<file path="src/rtl/fetch_decode_ctrl_pkg.sv">
// Shared definitions for the fetch/decode front-end sequencer:
// state encoding, halt/branch opcode classes and counter width.
package fetch_decode_ctrl_pkg;

  localparam int unsigned OP_W  = 5;
  localparam int unsigned CNT_W = 16;

  typedef enum logic [1:0] {
    IDLE  = 2'd0,
    FETCH = 2'd1,
    FLUSH = 2'd2,
    HALT  = 2'd3
  } fdcState_t;

  localparam logic [OP_W-1:0] HALT_OP    = 5'b11111;
  localparam logic [OP_W-1:0] BR_OP_MASK = 5'b11000;
  localparam logic [OP_W-1:0] BR_OP_VAL  = 5'b11000;

  // Branch class: masked opcode bits match the branch value.
  function automatic logic isBranch(input logic [OP_W-1:0] op);
    return (op & BR_OP_MASK) == BR_OP_VAL;
  endfunction

endpackage

</file>
<file path="src/rtl/fdc_sat_counter.sv">
// 16-bit saturating event counter.
// Ports: clk, clrn (sync active-low clear), en (count enable), count (value).
module fdc_sat_counter
  import fetch_decode_ctrl_pkg::*;
(
  input  logic             clk,
  input  logic             clrn,
  input  logic             en,
  output logic [CNT_W-1:0] count
);

  // Holds at all-ones instead of wrapping.
  always_ff @(posedge clk) begin
    if (!clrn) begin
      count <= '0;
    end else if (en && (count != '1)) begin
      count <= count + CNT_W'(1);
    end
  end

endmodule

</file>
<file path="src/rtl/fetch_decode_ctrl.sv">
// Fetch/decode front-end sequencer.
// Drives fetch, decode and branch-target register strobes, the instruction
// memory request and PC update; handles stall, branch flush and halt.
// Ports:
//   clk, clrn (sync active-low reset)
//   imemRdy, opcode, exStall, brTaken        : inputs
//   imemReq, ldPC, pcSel                      : memory request / PC update
//   ldInst/clrInst, ldDecodeInst/clrDecodeInst, ldBrnchTrgt/clrBrnchTrgt
//   decValid, halted                          : status
//   stallCnt, flushCnt                        : perf counters
// Build option: FDC_PERF_CNT_EN enables the counters; otherwise they read 0.
module fetch_decode_ctrl
  import fetch_decode_ctrl_pkg::*;
(
  input  logic             clk,
  input  logic             clrn,
  input  logic             imemRdy,
  input  logic [OP_W-1:0]  opcode,
  input  logic             exStall,
  input  logic             brTaken,
  output logic             imemReq,
  output logic             ldPC,
  output logic             pcSel,
  output logic             ldInst,
  output logic             clrInst,
  output logic             ldDecodeInst,
  output logic             clrDecodeInst,
  output logic             ldBrnchTrgt,
  output logic             clrBrnchTrgt,
  output logic             decValid,
  output logic             halted,
  output logic [CNT_W-1:0] stallCnt,
  output logic [CNT_W-1:0] flushCnt
);

  fdcState_t state, nextState;
  logic fValid, fValidNxt;
  logic dValid, dValidNxt;
  logic haltPend, haltPendNxt;

  // Pipeline transfer terms.
  logic advance, ldDecTerm, fetchOk, brTerm, haltCond;
  assign advance   = !dValid || !exStall;
  assign ldDecTerm = advance && fValid;
  assign fetchOk   = !fValid || ldDecTerm;
  assign brTerm    = dValid && isBranch(opcode) && advance;
  assign haltCond  = dValid && (opcode == HALT_OP) && !exStall && !brTaken;

  assign decValid = dValid;

  // State and stage-valid registers.
  always_ff @(posedge clk) begin
    if (!clrn) begin
      state    <= IDLE;
      fValid   <= 1'b0;
      dValid   <= 1'b0;
      haltPend <= 1'b0;
    end else begin
      state    <= nextState;
      fValid   <= fValidNxt;
      dValid   <= dValidNxt;
      haltPend <= haltPendNxt;
    end
  end

  // Next-state and strobe decode.
  always_comb begin
    nextState     = state;
    fValidNxt     = fValid;
    dValidNxt     = dValid;
    haltPendNxt   = haltPend;
    imemReq       = 1'b0;
    ldPC          = 1'b0;
    pcSel         = 1'b0;
    ldInst        = 1'b0;
    clrInst       = 1'b0;
    ldDecodeInst  = 1'b0;
    clrDecodeInst = 1'b0;
    ldBrnchTrgt   = 1'b0;
    clrBrnchTrgt  = 1'b0;
    halted        = 1'b0;

    case (state)
      IDLE: begin
        clrInst       = 1'b1;
        clrDecodeInst = 1'b1;
        clrBrnchTrgt  = 1'b1;
        fValidNxt     = 1'b0;
        dValidNxt     = 1'b0;
        haltPendNxt   = 1'b0;
        nextState     = FETCH;
      end

      FETCH: begin
        imemReq = fetchOk;
        if (brTaken) begin
          clrInst       = 1'b1;
          clrDecodeInst = 1'b1;
          clrBrnchTrgt  = 1'b1;
          ldPC          = 1'b1;
          pcSel         = 1'b1;
          fValidNxt     = 1'b0;
          dValidNxt     = 1'b0;
          nextState     = (imemReq && !imemRdy) ? FLUSH : FETCH;
        end else if (haltCond) begin
          // Halt leaves to execute; any response this cycle is dropped.
          clrInst      = 1'b1;
          ldDecodeInst = ldDecTerm;
          ldBrnchTrgt  = brTerm;
          fValidNxt    = 1'b0;
          if (advance) dValidNxt = fValid;
          if (imemReq && !imemRdy) begin
            haltPendNxt = 1'b1;
            nextState   = FLUSH;
          end else begin
            nextState   = HALT;
          end
        end else begin
          ldInst       = imemReq && imemRdy;
          ldPC         = imemReq && imemRdy;
          ldDecodeInst = ldDecTerm;
          ldBrnchTrgt  = brTerm;
          if (advance) dValidNxt = fValid;
          if (ldInst) fValidNxt = 1'b1;
          else if (ldDecTerm) fValidNxt = 1'b0;
        end
      end

      FLUSH: begin
        // Wait out the abandoned request; its data is never loaded.
        imemReq = 1'b1;
        if (brTaken) begin
          clrInst       = 1'b1;
          clrDecodeInst = 1'b1;
          clrBrnchTrgt  = 1'b1;
          ldPC          = 1'b1;
          pcSel         = 1'b1;
          fValidNxt     = 1'b0;
          dValidNxt     = 1'b0;
        end else begin
          ldDecodeInst = ldDecTerm;
          ldBrnchTrgt  = brTerm;
          if (advance) dValidNxt = fValid;
        end
        if (imemRdy) begin
          nextState   = haltPend ? HALT : FETCH;
          haltPendNxt = 1'b0;
        end
      end

      HALT: begin
        halted = 1'b1;
      end

      default: begin
        nextState = IDLE;
      end
    endcase
  end

`ifdef FDC_PERF_CNT_EN
  logic stallEn, flushEn;
  assign stallEn = dValid && exStall;
  assign flushEn = brTaken && ((state == FETCH) || (state == FLUSH));

  fdc_sat_counter uStallCnt (
    .clk   (clk),
    .clrn  (clrn),
    .en    (stallEn),
    .count (stallCnt)
  );

  fdc_sat_counter uFlushCnt (
    .clk   (clk),
    .clrn  (clrn),
    .en    (flushEn),
    .count (flushCnt)
  );
`else
  assign stallCnt = '0;
  assign flushCnt = '0;
`endif

endmodule
</file>
<file path="config.mk">
export PLATFORM = sky130hd
export DESIGN_NAME = fetch_decode_ctrl
export DESIGN_NICKNAME = d
export VERILOG_FILES = /design/src/rtl/fetch_decode_ctrl_pkg.sv /design/src/rtl/fdc_sat_counter.sv /design/src/rtl/fetch_decode_ctrl.sv
export SDC_FILE = /design/constraint.sdc
export NUM_CORES = 1
export LEC_CHECK = 0
export BUFFER_PORTS_ARGS = -buffer_cell sky130_fd_sc_hd__buf_2
export CORE_MARGIN = 2
export CORE_UTILIZATION = 41
export CTS_BUF_LIST = sky130_fd_sc_hd__clkbuf_4 sky130_fd_sc_hd__clkbuf_8 sky130_fd_sc_hd__clkbuf_16
export DETAILED_ROUTE_END_ITERATION = 8
export PLACE_DENSITY_LB_ADDON = 0.05
export SYNTH_ARGS = -nofsm -noshare
export SYNTH_HDL_FRONTEND = slang
export SYNTH_HIERARCHICAL = 1
export SYNTH_SLANG_ARGS = --single-unit
</file>
<file path="constraint.sdc">
create_clock -name clk -period 1.6 [get_ports clk]
set_input_delay 0.08 -clock clk [delete_from_list [all_inputs] [get_ports clk]]
set_output_delay 0.08 -clock clk [all_outputs]
set_load 0.01 [all_outputs]
</file>
Word level (Yosys, flattened, before mapping)
Cells that the tools add are included.
Word-level totals
  register bits: 5
  input bits: 10
  output and inout port bits: 43
  logic and storage cells: 77
Operators by class
  eq/ne operators: 13
  muxes and demuxes: 38
  reduce and logical (&&, ||, !) cells: 22
Operator list (number)
  $mux 1: 25
  $mux 2: 5
  $ne 2x2->1 const B: 5
  $pmux 1 s3: 3
  $logic_and 1x1->1: 8
  $pmux 1 s2: 4
  $eq 2x2->1 const B: 3
  $pmux 2 s3: 1
  $reduce_and 3->1: 2
  $eq 5x5->1 const B: 1
  $logic_not 1->1: 5
  $ne 5x5->1 const B: 1
  $reduce_and 5->1: 1
  $ne 3x1->1 const B: 1
  $ne 3x3->1 const B: 1
  $reduce_bool 3->1: 1
  $eq 2x1->1 const B: 1
  $logic_not 2->1: 1
  $logic_or 1x1->1: 2
  $reduce_and 2->1: 1
  $reduce_or 2->1: 1

Logic depth before layout (Yosys ltp)
Gate-level depths: netlist of the first run.
  word-level depth: 9
  mapped depth: 7
  mapped depth without buffers: 6

Worst setup path after synthesis of the first run
OpenSTA, ideal clock, no wires.
  path type: register to output
  start: register state[0]
  end: output port clrDecodeInst
  arrival: 1.398 ns
  required time: 1.520 ns
  path slack: 0.122 ns
  stages on the path, launching flop included: 7
  path buffers: 1
  path through: dfxtp_1 > inv_1 > ha_1 > and2_1 > nor2_1 > nor2_1 > buf_4
On the way
  longest elaborated chain between the ends: 3
  elaborated cells on any way between the ends: 5
  those cells by class: eq/ne: 2; mux: 1; reduce/logical: 2
RTL lines
  start: declaration: RTL line fetch_decode_ctrl.sv:36  | fdcState_t state, nextState;
  start signal: assignment: RTL line fetch_decode_ctrl.sv:59  | state <= nextState;
  $eq 2x2->1 / $eq 2x1->1 (equally long branches)
  $reduce_or 2->1 (no source line)
  $pmux 1 s2 (*)
  end: declaration: RTL line fetch_decode_ctrl.sv:27  | output logic clrDecodeInst,
Mark *: on every way between the ends. The rest lies on a longest branch, timed or not.

Worst setup path in the final report of the first run
  start: register state[0]
  end: output port clrBrnchTrgt
On the way
  longest elaborated chain between the ends: 3
  elaborated cells on any way between the ends: 5
  those cells by class: eq/ne: 2; mux: 1; reduce/logical: 2
RTL lines
  $eq 2x2->1 / $eq 2x1->1 (equally long branches): RTL line fetch_decode_ctrl.sv:83  | case (state)
  $reduce_or 2->1 (no source line)
  $pmux 1 s2 (*): RTL line fetch_decode_ctrl.sv:83
  end: declaration: RTL line fetch_decode_ctrl.sv:29  | output logic clrBrnchTrgt,
Marks and branches as above.

==> reports/metrics.yaml, run 1 <==
required_ns: 1.52
hold_class: "input pin to flop"
drc: 0
core_area_um2: 1783
fillers: 178
power-per-cell-area_nw_per_um2: 1156
min_period_ns: 1.598
grt_pass1_wl_mm: 2.256
yosysSeqAreaShare_pct: 12.50
synth-seq-cells: 5
portBuffers: 20
crit_type: "flop to primary output"
viasPerCell: 4.299
grt_max_degree: 14
irDropWorstVdd_mv: 0.5640
status: "complete, no violations"
critical_path.top_delay_family: "flip-flops"
die_x_um: 48.20
pin_count: 53
crit_arrival_ns: 1.52
synth_compound_area_share_pct: 16.56
p_leak_nw: 0.4971
diodes: 0
ys.flop_type: "dfxtp_1"
final_antenna_net_count: 0
synth-simple-area-share_pct: 27.50
synth-xor-area-share_pct: 0
dp.cells: 145
grt_antenna_before_repair: 0
nets: 145
drt-initial-drc-count: 10
fin_worst_skew_ns: 0.001069
synth_edf_count: 0
cp_max_fo: 6
synthMuxAreaShare_pct: 1.250
rows: 15
start_util_pct: 44.91
synth.distinct_cells: 36
fin_util_pct: 52.98
area_growth_pct: 17.97
synthCells: 102
setup_viol: 0
insertion_delay_ns: 0.23
cp_common_cell: "nor2_1"
wl_per_cell_um: 10.03
synth_top_family_by_area: "buffers and inverters"
place_ws_ns: 0.03237
synthAdderAreaFrac_pct: 7.813
die_y_um: 48.20
ctsHtreeMaxLevel: 1
holdWs_ns: 0.1332
finalMaxSlewViolations: 0
first_pass_iters: 4
hpwlAfterDp_mm: 1.147
hold_violations: 0
syn-cell-area_um2: 800.8
drive_above_1_share_pct: 36.43
syn_avg_cell_area_um2: 7.851
grtUsageTotal_pct: 13.65
cts.clk_slew.worst_paths_ns: 0.04
cts_sinks: 5
cts_tree: "yes"
critPathLaunchType: "flop"
cts.path.max_buffers: 2
drt-total-wl_mm: 1.544
fin_ws_ns: 0.001882
final_cells: 154
max_freq_ghz: 0.6257
gr-total-overflow: 0
yosysWarnings: 6
min_period_over_period_pct: 99.88
path_cells: "inv_2 -> ha_4 -> buf_6 -> and2_4 -> nor2_1 -> nor2_1 -> buf_2"
cts-root-buf: "clkbuf_4"
vias: 662
critPathMaxStageDelay_ns: 0.36
p_total_mw: 1.092
synthArstFlopShare_pct: 0
end_kind: "primary output"
critPathBufInv: 3
maxCapViolCount: 0
first_global_vias: 518
gp_congestion: 0.7631
die_area_um2: 2323
cts_buffers: 3
critPathSlowestCell: "dfxtp_4"
==> through the flow <==
step / cell area [um2] / TNS, ns
6_report: 944.7 / 0
5_1_grt: 944.7 / -0.1347
3_5_place_dp: 807.0 / 0
4_1_cts: 860.8 / -0.08352
2_1_floorplan: 917.1 / 0
3_3_place_gp: 807.0 / 0
==> Yosys cell counts, types with 2 or more instances <==
| master | count | area share [%] |
|---|---|---|
| ha_1 | 5 | 7.8 |
| o21ai_1 | 2 | 1.3 |
| nand3_1 | 3 | 1.9 |
| nand2_1 | 4 | 1.9 |
| and2_1 | 4 | 3.1 |
| o21a_1 | 4 | 3.8 |
| buf_4 | 33 | 31 |
| a21oi_1 | 4 | 2.5 |
| nor3_1 | 2 | 1.3 |
| nor2b_1 | 3 | 2.3 |
| dfxtp_1 | 5 | 13 |
| nor2_1 | 6 | 2.8 |
| inv_1 | 4 | 1.9 |
==> layout make-up <==
class                   count  area, um2  area share (%)
multi-input cells          89      596.8           63.18
inverters                   4      17.52           1.854
well taps                  25      31.28           3.311
flip-flops and latches      5      108.9           11.52
repair buffers             27      160.2           16.95
clock buffers               4      30.03           3.179
==> state kept, by name, indices dropped and copies added (netlist names) <==
signal / flops
decValid: 1
haltPend: 1
state: 2
fValid: 1
==> per-layer routing <==
| metal | routed length, um | up-vias | global-route usage [%] |
|---|---|---|---|
| li1 | - | 340 | - |
| met1 | 685 | 289 | 18.63 |
| met2 | 764 | 33 | 21.58 |
| met3 | 94 | 0 | 2.222 |
| met4 | 0 | 0 | 4.865 |
| met5 | 0 | - | 0 |
==> kinds of logic (layout without fill, tap and decap cells) <==
kind of cell,count (synthesis),after routing
other,1,32
AO/OA/AOI/OAI,19,19
buffers and inverters,39,35
AND/OR/NAND/NOR,32,32
multiplexers,1,1
adder cells (fa/ha/maj),5,5
flip-flops,5,5
==> layout by cell type, fill, tap and decap left out, types with 2 or more instances in the layout <==
cell type	netlist	final
buf_4	33	5
conb_1	1	32
clkbuf_4	0	4
nor2_1	6	6
buf_2	1	20
dfxtp_4	0	2
o21a_1	4	4
nand2_1	4	4
and2_1	4	3
nor3_1	2	2
buf_6	0	2
ha_4	0	3
a21oi_1	4	3
dfxtp_1	5	2
nand3_1	3	3
o21ai_1	2	3
nor2b_1	3	2
ha_1	5	2
inv_1	4	2
==> report_power, final <==
part / internal (mW) / total (mW) / switching, mW
logic: 0.367 / 0.755 / 0.387
registers: 0.154 / 0.180 / 0.0260
clock network: 0.111 / 0.157 / 0.0465
total: 0.632 / 1.09 / 0.460
==> path summary, 6_finish.rpt <==
check	cells after the start	slack (ns)	endpoint	start
max	7	0.002	clrBrnchTrgt	state[0]
min	2	0.13	fValid	clrn
max reg2reg	5	0.12	fValid	state[0]
min reg2reg	2	0.51	state[1]	state[1]
==> timing repair <==
item / CTS / global route
setup endpoints to repair: 6 / 8
hold buffers: 0 / 0
setup buffers: 2 / 3
hold endpoints to repair: 0 / 0
pin swaps: 1 / 1
gates resized for setup: 4 / 16
Power figures use the tool's default switching activity.
==> inputs of run 2 (changes only) <==
- SETUP_SLACK_MARGIN: unset -> 0.4
==> run 2 against run 1 <==
Against the previous run:
- global-route usage up 2.2 points
- combinational power up 16%
- utilization up 6.3 points
- worst hold slack better by 0.00094 ns
==> reports/metrics.yaml, run 2 (same netlist as run 1, synthesis figures left out) <==
status: "complete, no violations"
fin_util_pct: 59.30  # +6.3 points
grt_pass1_wl_mm: 2.622  # +16%
gr-total-overflow: 0  # unchanged
cts_buffers: 3  # unchanged
nets: 149  # +2.8%
vias: 713  # +7.7%
power-per-cell-area_nw_per_um2: 1134  # -1.8%
cts.path.max_buffers: 2  # unchanged
min_period_over_period_pct: 91.29  # -8.6 points
pin_count: 53  # unchanged
p_total_mw: 1.199  # +9.9%
final_antenna_net_count: 0  # unchanged
largest_register_ffs: 2  # unchanged
hpwlAfterDp_mm: 1.200  # +4.6%
die_x_um: 48.20  # unchanged
grt_antenna_before_repair: 0  # unchanged
die_y_um: 48.20  # unchanged
path_cells: "inv_4 -> ha_4 -> nor2b_4 -> nand2_2 -> a21oi_2 -> buf_2"
area_growth_pct: 32.03
critPathMaxStageDelay_ns: 0.36  # about the same
setup_viol: 0  # unchanged
hold_path_depth: 3  # +1
grt_max_degree: 13  # -1
crit_type: "flop to primary output"
irDropWorstVdd_mv: 0.7535  # +34%
first_global_vias: 619  # +19%
insertion_delay_ns: 0.24  # about the same
ctsHtreeMaxLevel: 1  # unchanged
portBuffers: 20  # unchanged
drt-initial-drc-count: 3  # -7
viasPerCell: 4.513  # +5.0%
required_ns: 1.52  # about the same
core_area_um2: 1783  # unchanged
drc: 0  # unchanged
cts-root-buf: "clkbuf_4"
layout_common_cells: "conb_1, buf_2, buf_4"
fin_ws_ns: 0.1393  # +0.1375 ns
p_leak_nw: 0.5224  # +5.1%
die_area_um2: 2323  # unchanged
cts.clk_slew.worst_paths_ns: 0.05  # about the same
finalMaxSlewViolations: 0  # unchanged
tns_ns: 0  # unchanged
rr_worst_depth: 6  # +1
grtUsageTotal_pct: 15.86  # +2.2 points
maxCapViolCount: 0  # unchanged
drt-total-wl_mm: 1.613  # +4.5%
first_pass_iters: 4  # unchanged
largest_register: "state"
start_util_pct: 44.91  # unchanged
drive_above_1_share_pct: 45.86  # +9.4 points
critPathSlowestCell: "dfxtp_4"
reg2reg_to: "fValid"
worstSetupStartpoint: "state[1]"
final_common_cell: "conb_1"
wl_per_cell_um: 10.21  # +1.8%
critPathBufInv: 2  # -1
end_kind: "primary output"
hp-start: "clrn"
rsz0062_at_grt: "yes"
min_period_ns: 1.461  # -0.1375 ns
place_ws_ns: 0.1567  # +0.1243 ns
r2r-start: "state[1]"
critPathLaunchType: "flop"
crit_arrival_ns: 1.38  # -0.14 ns
max_freq_ghz: 0.6846  # +9.4%
hold_class: "input pin to flop"
holdWs_ns: 0.1341  # +0.0009360 ns
cts_sinks: 5  # unchanged
critical_path.top_delay_family: "flip-flops"
cts_hold_buf: 0  # unchanged
hold_violations: 0  # unchanged
cts_tree: "yes"
hold_path_end: "haltPend"
fin_worst_skew_ns: 0.003529  # +0.002460 ns
rows: 15  # unchanged
cp_max_fo: 5  # -1
diodes: 0  # unchanged
gp_congestion: 0.7600  # -0.41%
reg2reg_slack_ns: 0.15  # +0.03 ns
-- run 2: timing repair --
action | 4_1_cts | 5_1_grt
setup endpoints to repair | 14 | 15
pin swaps | 3 | 7
setup buffers | 9 | 1
resized for setup | 15 | 8
-- run 2: per-layer routing --
layer  vias to the layer above  global-route usage (%)  part of all wire [%]
met5                         -                       0                     0
met4                         0                   4.865                     0
met3                         0                   1.111                   7.1
met2                        36                   29.21                    51
met1                       331                   19.38                    42
li1                        346                       -                     -
-- run 2: how the worst max path moves through the flow --
stage	slack, ns	depth (start not counted)	endpoint
2_1_floorplan	0.28	6	fValid
3_3_place_gp	0.17	6	ldPC
3_5_place_dp	0.16	6	ldPC
4_1_cts	0.10	6	ldDecodeInst
5_1_grt	0.06	6	ldDecodeInst
6_report	0.14	6	ldDecodeInst
-- run 2: where the power goes --
part	switching [mW]	internal, mW	total [mW]
Sequential	0.0250	0.154	0.179
Combinational	0.437	0.442	0.879
Clock	0.0507	0.0903	0.141
Total	0.513	0.686	1.20
-- run 2: through the flow --
step                      instances  instance area (um2)
final                           158                 1057
after global routing            158                 1057
after global placement          144                857.1
after CTS                       157                 1013
after floorplan                 133                984.7
after detailed placement        144                857.1
-- run 2: area by class of cell --
cell class / count / area, um2
inverters: 4 / 20.02
repair buffers: 31 / 209.0
fillers: 165 / 725.7
well taps: 25 / 31.28
clock inverters: 1 / 5.005
clock buffers: 3 / 22.52
flip-flops and latches: 5 / 110.1
multi-input cells: 89 / 659.4
-- run 2: worst reg2reg max path, cell delays in order (launching register included) --
cell and delay [ns]:
dfxtp_4 0.35, buf_12 0.13, ha_4 0.18, nor2b_4 0.13, o21a_1 0.18, a41o_1 0.21, o21a_1 0.16
==> inputs of run 3 (changes only) <==
--- a/config.mk
+++ b/config.mk
@@ -15,4 +15,3 @@
 export SYNTH_ARGS = -nofsm -noshare
 export SYNTH_HDL_FRONTEND = slang
-export SYNTH_HIERARCHICAL = 1
 export SYNTH_SLANG_ARGS = --single-unit
==> constraint.sdc (replaced) <==
create_clock -name clk -period 1.6 [get_ports clk]
set_input_delay 0.32 -clock clk [delete_from_list [all_inputs] [get_ports clk]]
set_output_delay 0.32 -clock clk [all_outputs]
set_load 0.01 [all_outputs]
==> run 3 against run 2 <==
Against the previous run:
- the flow now finishes with violations (negative setup slack)
- clock power up 13%
- clock-buffer cell count is 1 higher
- flip-flop and latch count is the same
- global-route usage down 1.2 points
- first-iteration DRC count down 33%
- worst hold slack improved by 0.24 ns
- sequential power is 4% higher
- cell count up 1.3%
- fmax shrank 14%
- clock skew shrank 0.0033 ns
- register-to-register slack worse by 0.08 ns
- critical path type unchanged
==> reports/metrics.yaml, run 3 <==
status: "complete, but fails checks"
violations: "negative setup slack"
finalMaxSlewViolations: 0  # unchanged
maxCapViolCount: 0  # unchanged
vias: 707  # -0.84%
cts.path.max_buffers: 2  # unchanged
required_ns: 1.28  # -0.24 ns
yosysWarnings: 0  # -6
drive_above_1_share_pct: 48.89  # +3.0 points
critPathLaunchType: "flop"
power-per-cell-area_nw_per_um2: 1136  # +0.17%
syn-cell-area_um2: 800.8  # unchanged
r2r-start: "state[0]"
ctsHtreeMaxLevel: 1  # unchanged
crit_arrival_ns: 1.39  # about the same
cts-root-buf: "clkbuf_4"
max_freq_ghz: 0.5864  # -14%
path_cells: "inv_4 -> ha_4 -> nor2b_4 -> nand2_2 -> a21oi_2 -> buf_2"
start_util_pct: 44.91  # unchanged
die_x_um: 48.20  # unchanged
layout_common_cells: "conb_1, buf_2, buf_4"
irDropWorstVdd_mv: 0.6571  # -13%
fin_worst_skew_ns: 0.0002044  # -0.003325 ns
grt_max_degree: 13  # unchanged
p_total_mw: 1.207  # +0.64%
hp-start: "clrn"
critPathMaxStageDelay_ns: 0.38  # +0.02 ns
ys.flop_type: "dfxtp_1"
synth-seq-cells: 5  # unchanged
first_pass_iters: 3  # -1
cp_max_fo: 4  # -1
grt_antenna_before_repair: 0  # unchanged
cts_hold_buf: 0  # unchanged
die_y_um: 48.20  # unchanged
largest_register_ffs: 2  # unchanged
first_global_vias: 585  # -5.5%
min_period_over_period_pct: 106.6  # +15 points
diodes: 0  # unchanged
yosysMostFrequentCell: "buf_4"
crit_type: "flop to primary output"
grt_pass1_wl_mm: 2.428  # -7.4%
cts_buffers: 3  # unchanged
critical_path.top_delay_family: "flip-flops"
gp_congestion: 0.7329  # -3.6%
synthArstFlopShare_pct: 0  # unchanged
hold_path_depth: 2  # -1
final_common_cell: "conb_1"
synth_top_area_cell: "buf_4"
reg2reg_to: "state[0]"
fin_ws_ns: -0.1054  # -0.2448 ns
hold_path_end: "fValid"
rows: 15  # unchanged
viasPerCell: 4.419  # -2.1%
cts_sinks: 5  # unchanged
portBuffers: 20  # unchanged
fillers: 162  # -1.8%
synth_top_area_share_pct: 30.94  # unchanged
hold_violations: 0  # unchanged
final_antenna_net_count: 0  # unchanged
reg2reg_slack_ns: 0.07  # -0.08 ns
synthCells: 102  # unchanged
pin_count: 53  # unchanged
grtUsageTotal_pct: 14.62  # -1.2 points
nets: 151  # +1.3%
area_growth_pct: 32.66
rr_worst_depth: 6  # unchanged
die_area_um2: 2323  # unchanged
largest_register: "state"
hold_class: "input pin to flop"
setup_viol: 6  # +6
cts.clk_slew.worst_paths_ns: 0.04  # about the same
p_leak_nw: 0.5334  # +2.1%
critPathSlowestCell: "dfxtp_4"
cts_tree: "yes"
hpwlAfterDp_mm: 1.264  # +5.3%
yosysSeqAreaShare_pct: 12.50  # unchanged
core_area_um2: 1783  # unchanged
min_period_ns: 1.705  # +0.2448 ns
synth_edf_count: 0  # unchanged
drt-initial-drc-count: 2  # -1
drc: 0  # unchanged
holdWs_ns: 0.3790  # +0.2449 ns
syn_avg_cell_area_um2: 7.851  # unchanged
end_kind: "primary output"
synth.distinct_cells: 36  # unchanged
synth_area_leaders: "buf_4, dfxtp_1, ha_1"
critPathBufInv: 2  # unchanged
insertion_delay_ns: 0.24  # about the same
gr-total-overflow: 0  # unchanged
drt-total-wl_mm: 1.648  # +2.2%
wl_per_cell_um: 10.30  # +0.89%
synth_common_cells: "buf_4, nor2_1, dfxtp_1, ha_1"
rsz0062_at_grt: "yes"
## run 3: worst max-delay path by stage
stage             start             to  slack (ns)  cells after the start
2_1_floorplan  state[0]  clrDecodeInst        0.11                      6
3_3_place_gp   state[1]           ldPC       0.003                      6
3_5_place_dp   state[1]           ldPC        0.03                      6
4_1_cts        state[0]           ldPC       -0.11                      6
5_1_grt        state[0]   ldDecodeInst       -0.18                      6
6_report       state[0]   ldDecodeInst       -0.11                      6
## run 3: timing repair
item,CTS,global route
buffers inserted,5,3
pin swaps,6,4
setup endpoints to repair,15,15
resized for setup,19,7
## run 3: worst register-to-register path: cells and delay by family (launching register included)
family / cells / cell delay (ns)
DFF: 1 / 0.36
adders and majority gates: 1 / 0.25
and+or+nand+nor: 1 / 0.28
AOI/OAI and AO/OA: 3 / 0.46
buffers and inverters: 1 / 0.07
## run 3: layout make-up
cell class              instances  area, um2  share of cell area [%]
well taps                      25      31.28                   2.945
multi-input cells              89      648.1                   61.01
clock buffers                   4      30.03                   2.827
repair buffers                 33      220.2                   20.73
flip-flops and latches          5      112.6                   10.60
inverters                       4      20.02                   1.885
## run 3: metrics by stage
step | setup WS, ns | std cells | utilization [%] | area [um2] | TNS, ns
floorplan | 0.1067 | 133 | - | 959.7 | 0
global placement | 0.003100 | 148 | 48.35 | 862.1 | 0
detailed placement | 0.02902 | 148 | 48.35 | 862.1 | 0
CTS | -0.1147 | 157 | 56.98 | 1016 | -0.5235
global route | -0.1804 | 160 | 59.58 | 1062 | -0.9426
finish | -0.1054 | 160 | 59.58 | 1062 | -0.4745
## run 3: report_power, final
part / switching (mW) / internal, mW / leakage, nW
Clock: 0.0479 / 0.111 / 0.0184
Sequential: 0.0339 / 0.153 / 0.0433
Combinational: 0.408 / 0.453 / 0.472
## run 3: logic make-up after synthesis
family | after synthesis | synth area share [%]
other | 1 | 0.4683
AND/OR/NAND/NOR | 32 | 27.50
flip-flops | 5 | 12.50
adder cells (fa/ha/maj) | 5 | 7.813
multiplexers | 1 | 1.250
buffers and inverters | 39 | 33.90
AO/OA/AOI/OAI | 19 | 16.56
## run 3: routing by layer
metal | track usage [%] | up-vias | routed length (um)
li1 | - | 351 | -
met1 | 19.03 | 314 | 738
met2 | 23.16 | 40 | 767
met3 | 1.481 | 2 | 127
met4 | 8.649 | 0 | 15
met5 | 0 | - | 0
